## config.mk

```make
export PLATFORM = sky130hd
export DESIGN_NAME = alu_ctrl
export DESIGN_NICKNAME = d
export VERILOG_FILES = /design/src/rtl/alu_pkg.sv /design/src/rtl/alu.sv /design/src/rtl/alu_ctrl.sv
export SDC_FILE = /design/constraint.sdc
export NUM_CORES = 1
export LEC_CHECK = 0
export BUFFER_PORTS_ARGS = -buffer_cell sky130_fd_sc_hd__buf_2
export CORE_UTILIZATION = 27
export CTS_CLUSTER_DIAMETER = 200
export DETAILED_ROUTE_END_ITERATION = 6
export GPL_TIMING_DRIVEN = 1
export PLACE_DENSITY = 0.46
export SLEW_MARGIN = 20
export SYNTH_ARGS = -nofsm -noshare
export SYNTH_HDL_FRONTEND = slang
export SYNTH_HIERARCHICAL = 1
export SYNTH_SLANG_ARGS = --single-unit
```

## constraint.sdc

```tcl
create_clock -name clk -period 4.1 [get_ports clk]
set_clock_uncertainty 0.2 [all_clocks]
set_input_delay 0.41 -clock clk [delete_from_list [all_inputs] [get_ports clk]]
set_output_delay 0.41 -clock clk [all_outputs]
set_load 0.03 [all_outputs]
```

## src/rtl/alu_pkg.sv

```systemverilog
// Shared types for the accumulator ALU and its execution controller.
package alu_pkg;

  localparam int ALU_WIDTH = 8;
  localparam int NUM_REGS  = 4;

  typedef enum logic [2:0] {
    OP_NOP = 3'b000,
    OP_LD  = 3'b001,
    OP_ADD = 3'b010,
    OP_SUB = 3'b011,
    OP_NOT = 3'b100,
    OP_AND = 3'b101,
    OP_OR  = 3'b110,
    OP_XOR = 3'b111
  } alu_op_e;

  typedef struct packed {
    alu_op_e              op;
    logic                 st;
    logic                 src;
    logic [1:0]           idx;
    logic [ALU_WIDTH-1:0] imm;
  } alu_instr_t;

endpackage

```

## src/rtl/alu.sv

```systemverilog
// Combinational ALU: A is the accumulator, B the fetched operand.
// SUB reports borrow on co; only ADD/SUB produce co/ov.
module alu
  import alu_pkg::*;
#(
  parameter int WIDTH = 8
) (
  input  logic [WIDTH-1:0] in_a,
  input  logic [WIDTH-1:0] in_b,
  input  alu_op_e          op,
  input  logic             ci,
  output logic [WIDTH-1:0] result,
  output logic             co,
  output logic             ov
);

  logic [WIDTH:0] sum;
  logic [WIDTH:0] cin_ext;

  assign cin_ext = {{WIDTH{1'b0}}, ci};

  always_comb begin
    sum    = '0;
    result = in_a;
    co     = 1'b0;
    ov     = 1'b0;
    unique case (op)
      OP_NOP: result = in_a;
      OP_LD:  result = in_b;
      OP_ADD: begin
        sum    = {1'b0, in_a} + {1'b0, in_b} + cin_ext;
        result = sum[WIDTH-1:0];
        co     = sum[WIDTH];
        ov     = (in_a[WIDTH-1] == in_b[WIDTH-1]) &&
                 (result[WIDTH-1] != in_a[WIDTH-1]);
      end
      OP_SUB: begin
        sum    = {1'b0, in_a} - {1'b0, in_b} - cin_ext;
        result = sum[WIDTH-1:0];
        co     = sum[WIDTH];
        ov     = (in_a[WIDTH-1] != in_b[WIDTH-1]) &&
                 (result[WIDTH-1] != in_a[WIDTH-1]);
      end
      OP_NOT: result = ~in_a;
      OP_AND: result = in_a & in_b;
      OP_OR:  result = in_a | in_b;
      OP_XOR: result = in_a ^ in_b;
    endcase
  end

endmodule

```

## src/rtl/alu_ctrl.sv

```systemverilog
// Accumulator execution controller: S1 operand fetch, execute, result beat.
// ALU_CTRL_CARRY_CHAIN_EN feeds C into ADD/SUB carry-in.
module alu_ctrl
  import alu_pkg::*;
#(
  parameter int WIDTH = 8
) (
  input  logic             clk,
  input  logic             rst,
  input  logic             in_valid,
  output logic             in_ready,
  input  logic [2:0]       in_op,
  input  logic             in_st,
  input  logic             in_src,
  input  logic [1:0]       in_idx,
  input  logic [WIDTH-1:0] in_imm,
  output logic             out_valid,
  input  logic             out_ready,
  output logic [WIDTH-1:0] out_result,
  output logic             out_co,
  output logic             out_ov,
  output logic             flag_c,
  output logic             flag_v
);

  logic [WIDTH-1:0] rf [NUM_REGS];
  logic [WIDTH-1:0] acc;
  logic             c_q, v_q;

  logic             s1_valid;
  alu_op_e          s1_op;
  logic             s1_st;
  logic [1:0]       s1_idx;
  logic [WIDTH-1:0] s1_b;

  logic             s1_is_nop, exec_en, accept;
  logic [WIDTH-1:0] reg_b, fetch_b;
  logic [WIDTH-1:0] alu_res;
  logic             alu_ci, alu_co, alu_ov;

  assign s1_is_nop = !s1_st && (s1_op == OP_NOP);
  assign exec_en   = s1_valid &&
                     (s1_is_nop || !out_valid || out_ready);
  assign in_ready  = !s1_valid || exec_en;
  assign accept    = in_valid && in_ready;

  // A store retiring this cycle has not reached rf yet.
  assign reg_b = (s1_valid && s1_st && exec_en &&
                  s1_idx == in_idx) ? acc : rf[in_idx];
  assign fetch_b = in_src ? reg_b : in_imm;

`ifdef ALU_CTRL_CARRY_CHAIN_EN
  assign alu_ci = (s1_op == OP_ADD || s1_op == OP_SUB) ? c_q : 1'b0;
`else
  assign alu_ci = 1'b0;
`endif

  alu #(.WIDTH(WIDTH)) u_alu (
    .in_a   (acc),
    .in_b   (s1_b),
    .op     (s1_op),
    .ci     (alu_ci),
    .result (alu_res),
    .co     (alu_co),
    .ov     (alu_ov)
  );

  always_ff @(posedge clk) begin
    if (rst) begin
      for (int i = 0; i < NUM_REGS; i++) rf[i] <= '0;
      acc        <= '0;
      c_q        <= 1'b0;
      v_q        <= 1'b0;
      s1_valid   <= 1'b0;
      s1_op      <= OP_NOP;
      s1_st      <= 1'b0;
      s1_idx     <= '0;
      s1_b       <= '0;
      out_valid  <= 1'b0;
      out_result <= '0;
      out_co     <= 1'b0;
      out_ov     <= 1'b0;
    end else begin
      if (accept) begin
        s1_valid <= 1'b1;
        s1_op    <= alu_op_e'(in_op);
        s1_st    <= in_st;
        s1_idx   <= in_idx;
        s1_b     <= fetch_b;
      end else if (exec_en) begin
        s1_valid <= 1'b0;
      end

      if (exec_en && !s1_is_nop) begin
        out_valid <= 1'b1;
        if (s1_st) begin
          rf[s1_idx] <= acc;
          out_result <= acc;
          out_co     <= c_q;
          out_ov     <= v_q;
        end else begin
          acc        <= alu_res;
          c_q        <= alu_co;
          v_q        <= alu_ov;
          out_result <= alu_res;
          out_co     <= alu_co;
          out_ov     <= alu_ov;
        end
      end else if (out_valid && out_ready) begin
        out_valid <= 1'b0;
      end
    end
  end

  assign flag_c = c_q;
  assign flag_v = v_q;

endmodule

```

Word-level counts from Yosys, hierarchy flattened
Memory sizes are Yosys's and may differ from the RTL's.
Cells that the tools add are included.
{"block": "word_totals", "ff_bits": 26, "latchBits": 0, "mem_bits_rw": 32, "mem_bits_ro": 0, "in_bits": 19, "output_inout_bits": 14, "word_cells": 71, "mem_count": 1}
{"block": "op_classes", "addsub": 2, "multipliers": 0, "div_mod_pow": 0, "magnitude_cmp": 0, "eq_ne": 12, "shifts": 0, "mux": 18, "bitwise": 6, "reduce_logical": 23}
{"memory": "rf", "depth": 4, "width": 8, "read_ports": 1, "rd_ports_with_merged_regs": 0, "write_ports": 4, "line_no": "alu_ctrl.sv:26", "source": "logic [WIDTH-1:0] rf [NUM_REGS];"}
{"operator": "$pmux 8 s7", "count": 1}
{"operator": "$mux 8", "count": 3}
{"operator": "$eq 3x3->1 const B", "count": 4}
{"operator": "$mux 1", "count": 11}
{"operator": "$logic_and 1x1->1", "count": 10}
{"operator": "$add 8x8->9", "count": 1}
{"operator": "$sub 8x8->9", "count": 1}
{"operator": "$and 8x8->8", "count": 1}
{"operator": "$not 8->8", "count": 1}
{"operator": "$or 8x8->8", "count": 1}
{"operator": "$reduce_or 8->1", "count": 1}
{"operator": "$xor 8x8->8", "count": 1}
{"operator": "$eq 3x2->1 const B", "count": 2}
{"operator": "$logic_not 1->1", "count": 4}
{"operator": "$pmux 1 s2", "count": 2}
{"operator": "$reduce_bool 2->1", "count": 2}
{"operator": "$eq 3x1->1 const B", "count": 1}
{"operator": "$logic_not 3->1", "count": 1}
{"operator": "$logic_or 1x1->1", "count": 3}
{"operator": "$ne 1x1->1", "count": 3}
{"operator": "$reduce_and 3->1", "count": 1}
{"operator": "$eq 2x2->1", "count": 1}
{"operator": "$mux 2", "count": 1}
{"operator": "$not 1->1", "count": 2}
{"operator": "other kinds (2)", "count": 2}

Longest topological paths before layout
{"block": "depth", "depth_word": 11, "ltp_mapped": 12, "depth_no_buf": 12}

Cells and area by module
Netlist, hierarchy kept.
{"mod": "alu_ctrl", "n_inst": 1, "cells_per_inst": 215, "area_per_inst_um2": 2735.1, "seq_area_each_um2": 1481.4}
{"mod": "alu", "n_inst": 1, "cells_per_inst": 212, "area_per_inst_um2": 1493.9, "seq_area_each_um2": 0.0}

Worst setup path after synthesis
No wires, ideal clock.
{"block": "synth_timing", "path_type": "flip-flop to flip-flop", "startpoint": "register acc[0]", "endpoint": "register acc[6]", "setup_ns": 0.128, "t_arrival_ns": 2.649, "required_ns": 3.772, "setup_slack_ns": 1.124, "path_stages_with_launch": 11, "path_cell_list": "dfxtp_1 fa_1 fa_1 o21a_1 or4_1 o21ai_2 xnor2_1 a221oi_2 a31oi_1 mux2i_1 nor2_1"}
{"block": "synth_between", "elab_chain_len": 2, "word_cells_on_any_way": 3, "cone_classes": "2 x add/sub; 1 x mux"}
{"element": "from (decl)", "line_no": "alu_ctrl.sv:27", "source": "logic [WIDTH-1:0] acc;"}
{"element": "from (signal assigned)", "line_no": "alu_ctrl.sv:102", "source": "acc <= alu_res;"}
{"element": "$sub 8x8->9 or $add 8x8->9 (tied branches)", "line_no": "alu.sv:38, alu.sv:31"}
{"element": "$pmux 8 s7 (*)", "line_no": "alu.sv:27", "source": "unique case (op)"}
{"element": "via alu_res[6]", "line_no": "alu_ctrl.sv:38", "source": "logic [WIDTH-1:0] alu_res;"}
The timed path passes the listed nets; every way through them passes the cells marked *.
A chain may end at the register's enable or synchronous reset.

Worst setup path in the final report
{"block": "layout_timing", "startpoint": "register s1_b[0]", "endpoint": "register acc[6]"}
{"block": "layout_between", "elab_chain_len": 2, "word_cells_on_any_way": 3, "cone_classes": "2 x add/sub; 1 x mux"}
{"element": "from (decl)", "line_no": "alu_ctrl.sv:34", "source": "logic [WIDTH-1:0] s1_b;"}
{"element": "from (signal assigned)", "line_no": "alu_ctrl.sv:89", "source": "s1_b <= fetch_b;"}
{"element": "$sub 8x8->9 or $add 8x8->9 (tied branches)", "line_no": "alu.sv:38, alu.sv:31"}
{"element": "$pmux 8 s7 (*)", "line_no": "alu.sv:27"}
{"element": "via alu_res[6]", "line_no": "alu_ctrl.sv:38"}
Marks and branches as above.

==> results.json <==
{
  "status": "completed",
  "grt_max_degree": 41,
  "critPathMaxFanout": 4,
  "synth_area_leaders": "edfxtp_1 23%, dfxtp_1 12%, ha_1 8.9%",
  "finalCritPeriodShare_pct": 75.65,
  "cap_violations": 0,
  "post-route-min-period_ps": 3102,
  "syn_to_final_growth_pct": 15.89,
  "layout_common_cells": "52 x nor2_1, 33 x and2_1, 32 x buf_2, 32 x edfxtp_1, 30 x ha_1",
  "coreArea_um2": 15260,
  "leakagePower_uw": 0.001935,
  "use_met2_pct": 24.37,
  "cts.sinks": 58,
  "irDropWorstVdd_v": 0.0001733,
  "hold_path_class": "in -> reg",
  "num_io_pins": 33,
  "async_flop_share_pct": 0,
  "cp_data_arrival_time_ps": 3080,
  "finalHoldViolations": 0,
  "vias_per_cell": 4.820,
  "cts_resized": 0,
  "use_met3_pct": 2.303,
  "ff2ff_path_depth": 11,
  "row_count": 45,
  "drt_iter0_drc": 178,
  "synth_enable_flop_cells": 32,
  "tightest_slew_ps": 931.5,
  "ys.flop_type": "edfxtp_1",
  "dp_hpwl_um": 8212,
  "ys_seq_elements": 58,
  "syn_inst": 427,
  "synth_top_area_share_pct": 22.72,
  "layout_commonest_cell": "nor2_1",
  "fmax_mhz": 322.4,
  "postCtsHoldBufs": 0,
  "slew_violations": 0,
  "endpoint_kind": "flip-flop",
  "p_comb_share_pct": 19.5,
  "grt-busiest-layer": "met2",
  "yosysSeqAreaShare_pct": 35.03,
  "worstSetupStartpointType": "flip-flop",
  "dr.pass1.iters": 4,
  "fin_tns_setup_ps": 0,
  "vias": 3249,
  "finish.utilization_pct": 32.12,
  "grt_pass1_wl_um": 17440,
  "ant_nets": 0,
  "rsz0062_at_grt": "false",
  "worstSetupPathType": "reg -> reg",
  "port_buffers": 32,
  "power.total_uw": 1719,
  "setup_viol": 0,
  "netlist_area_um2": 4229,
  "ys_types": 54,
  "fin_nets": 511,
  "numCtsBuffers": 9,
  "place.gp.congestion": 0.7608,
  "drive_gt1_share_pct": 18.14,
  "p_sw_uw": 474.7,
  "diodes": 0,
  "htreeDepth": 3,
  "dieArea_um2": 16170,
  "syn-mean-instance-area_um2": 9.904,
  "wl_per_cell_um": 16.39,
  "drc": 0,
  "p_clk_share_pct": 41.7,
  "cts_root_buffer": "clkbuf_16",
  "grt_pass1_vias": 3183,
  "dpl_worst_slack_ps": 997.0,
  "p_int_uw": 1244,
  "start_util_pct": 27.72,
  "antenna_found_initial": 0,
  "met1_usage_pct": 17.74,
  "grt-ovfl-total": 0,
  "die_w_um": 127.2,
  "cts_tree": "done",
  "grtUsageTotal_pct": 14.18,
  "pwr-share-seq_pct": 38.8,
  "clk_path_buf_depth": 2,
  "holdWs_ps": 118.8,
  "post-cts-setup-buffers": 0,
  "fp.dieH_um": 127.2,
  "fill_cells": 1558,
  "worstPathRequired_ps": 4080,
  "max_slew_margin_pct": 37.42,
  "power_density_nw_per_um2": 350.7,
  "clk_latency_ps": 320,
  "synth_top_area_cell": "edfxtp_1",
  "ys.warnings.count": 6,
  "clkTransAtPathRegs_ps": 50,
  "hold-path-cell-count": 3,
  "drt_wl_total_um": 11050,
  "fin_ws_ps": 998.4,
  "sw_frac_of_total_pct": 27.62
}
-- cells by family (layout without fill, tap and decap cells) --
group | after synthesis | after routing | share of synthesized area, %
muxes | 30 | 30 | 9.763
other | 1 | 2 | 0.08867
and+or+nand+nor | 152 | 152 | 18.93
xor gates and xnor gates | 12 | 12 | 2.485
DFF | 58 | 58 | 35.03
adders and majority gates | 34 | 34 | 10.77
AOI/OAI and AO/OA | 90 | 90 | 17.90
buffers and inverters | 50 | 85 | 5.029
-- power groups by stage --
| stage | Combinational, uW | Sequential, uW | Clock (uW) |
|---|---|---|---|
| after floorplan | 251 | 674 | 0 |
| after global placement | 334 | 676 | 0 |
| after detailed placement | 336 | 678 | 0 |
| after CTS | 339 | 666 | 729 |
| after global routing | 374 | 670 | 753 |
| final | 335 | 666 | 717 |
-- area by class of cell --
class	instances	area [um2]	area share, %
multi-input cells	320	2547	51.98
flip-flops and latches	58	1481	30.23
well taps	211	264.0	5.387
clock buffers	12	236.5	4.825
repair buffers	40	220.2	4.493
inverters	29	108.9	2.221
clock inverters	4	42.54	0.8680
-- final timing paths --
path / startpoint / to / slack [ps]
max: s1_b[0] / acc[6] / 1000
min: in_op[1] / s1_op[1] / 120
max reg2reg: s1_b[0] / acc[6] / 1000
min reg2reg: flag_v / flag_v / 310
-- worst max-delay path, cell delays in order (launching register included) --
cell      delay, ps
dfxtp_1         410
inv_1           120
fa_1            450
fa_1            400
o21a_1          220
or4_1           410
o21ai_2          90
xnor2_1          90
a221oi_2        250
a31oi_1         110
mux2i_1         140
nor2_1           60
-- stage by stage --
step / std cells / area, um2
floorplan: 428 / 4233
global placement: 658 / 4622
detailed placement: 658 / 4622
CTS: 674 / 4901
global route: 674 / 4901
finish: 674 / 4901
-- per-layer routing --
| metal | routed length (um) | up-vias | part of all wire, % |
|---|---|---|---|
| li1 | - | 1605 | - |
| met5 | 0 | - | 0 |
| met1 | 5278 | 1585 | 48 |
| met2 | 5280 | 48 | 48 |
| met4 | 191 | 0 | 1.7 |
| met3 | 296 | 11 | 2.7 |
-- synthesized netlist by cell type (5+ instances only) --
cell and n:
mux2i_1 21, nand2b_1 8, nand2_1 16, o41ai_2 8
inv_1 29, xor2_1 8, nand3b_1 7, nor2_1 52
o21ai_0 16, buf_2 5, clkbuf_1 10, ha_1 30
a221oi_2 8, or3_1 6, a31oi_1 8, and3_1 7
a211oi_1 6, mux4_2 9, nor2b_1 7, dfxtp_1 26
edfxtp_1 32, and2_1 33, a21oi_1 14
-- sequential cells by signal (all words and copies together), names as in the netlist --
signal     count
rf            32
acc            8
s1_b           8
s1_op          3
s1_idx         2
flag_c         1
flag_v         1
out_valid      1
s1_st          1
s1_valid       1
Power figures use the tool's default switching activity.
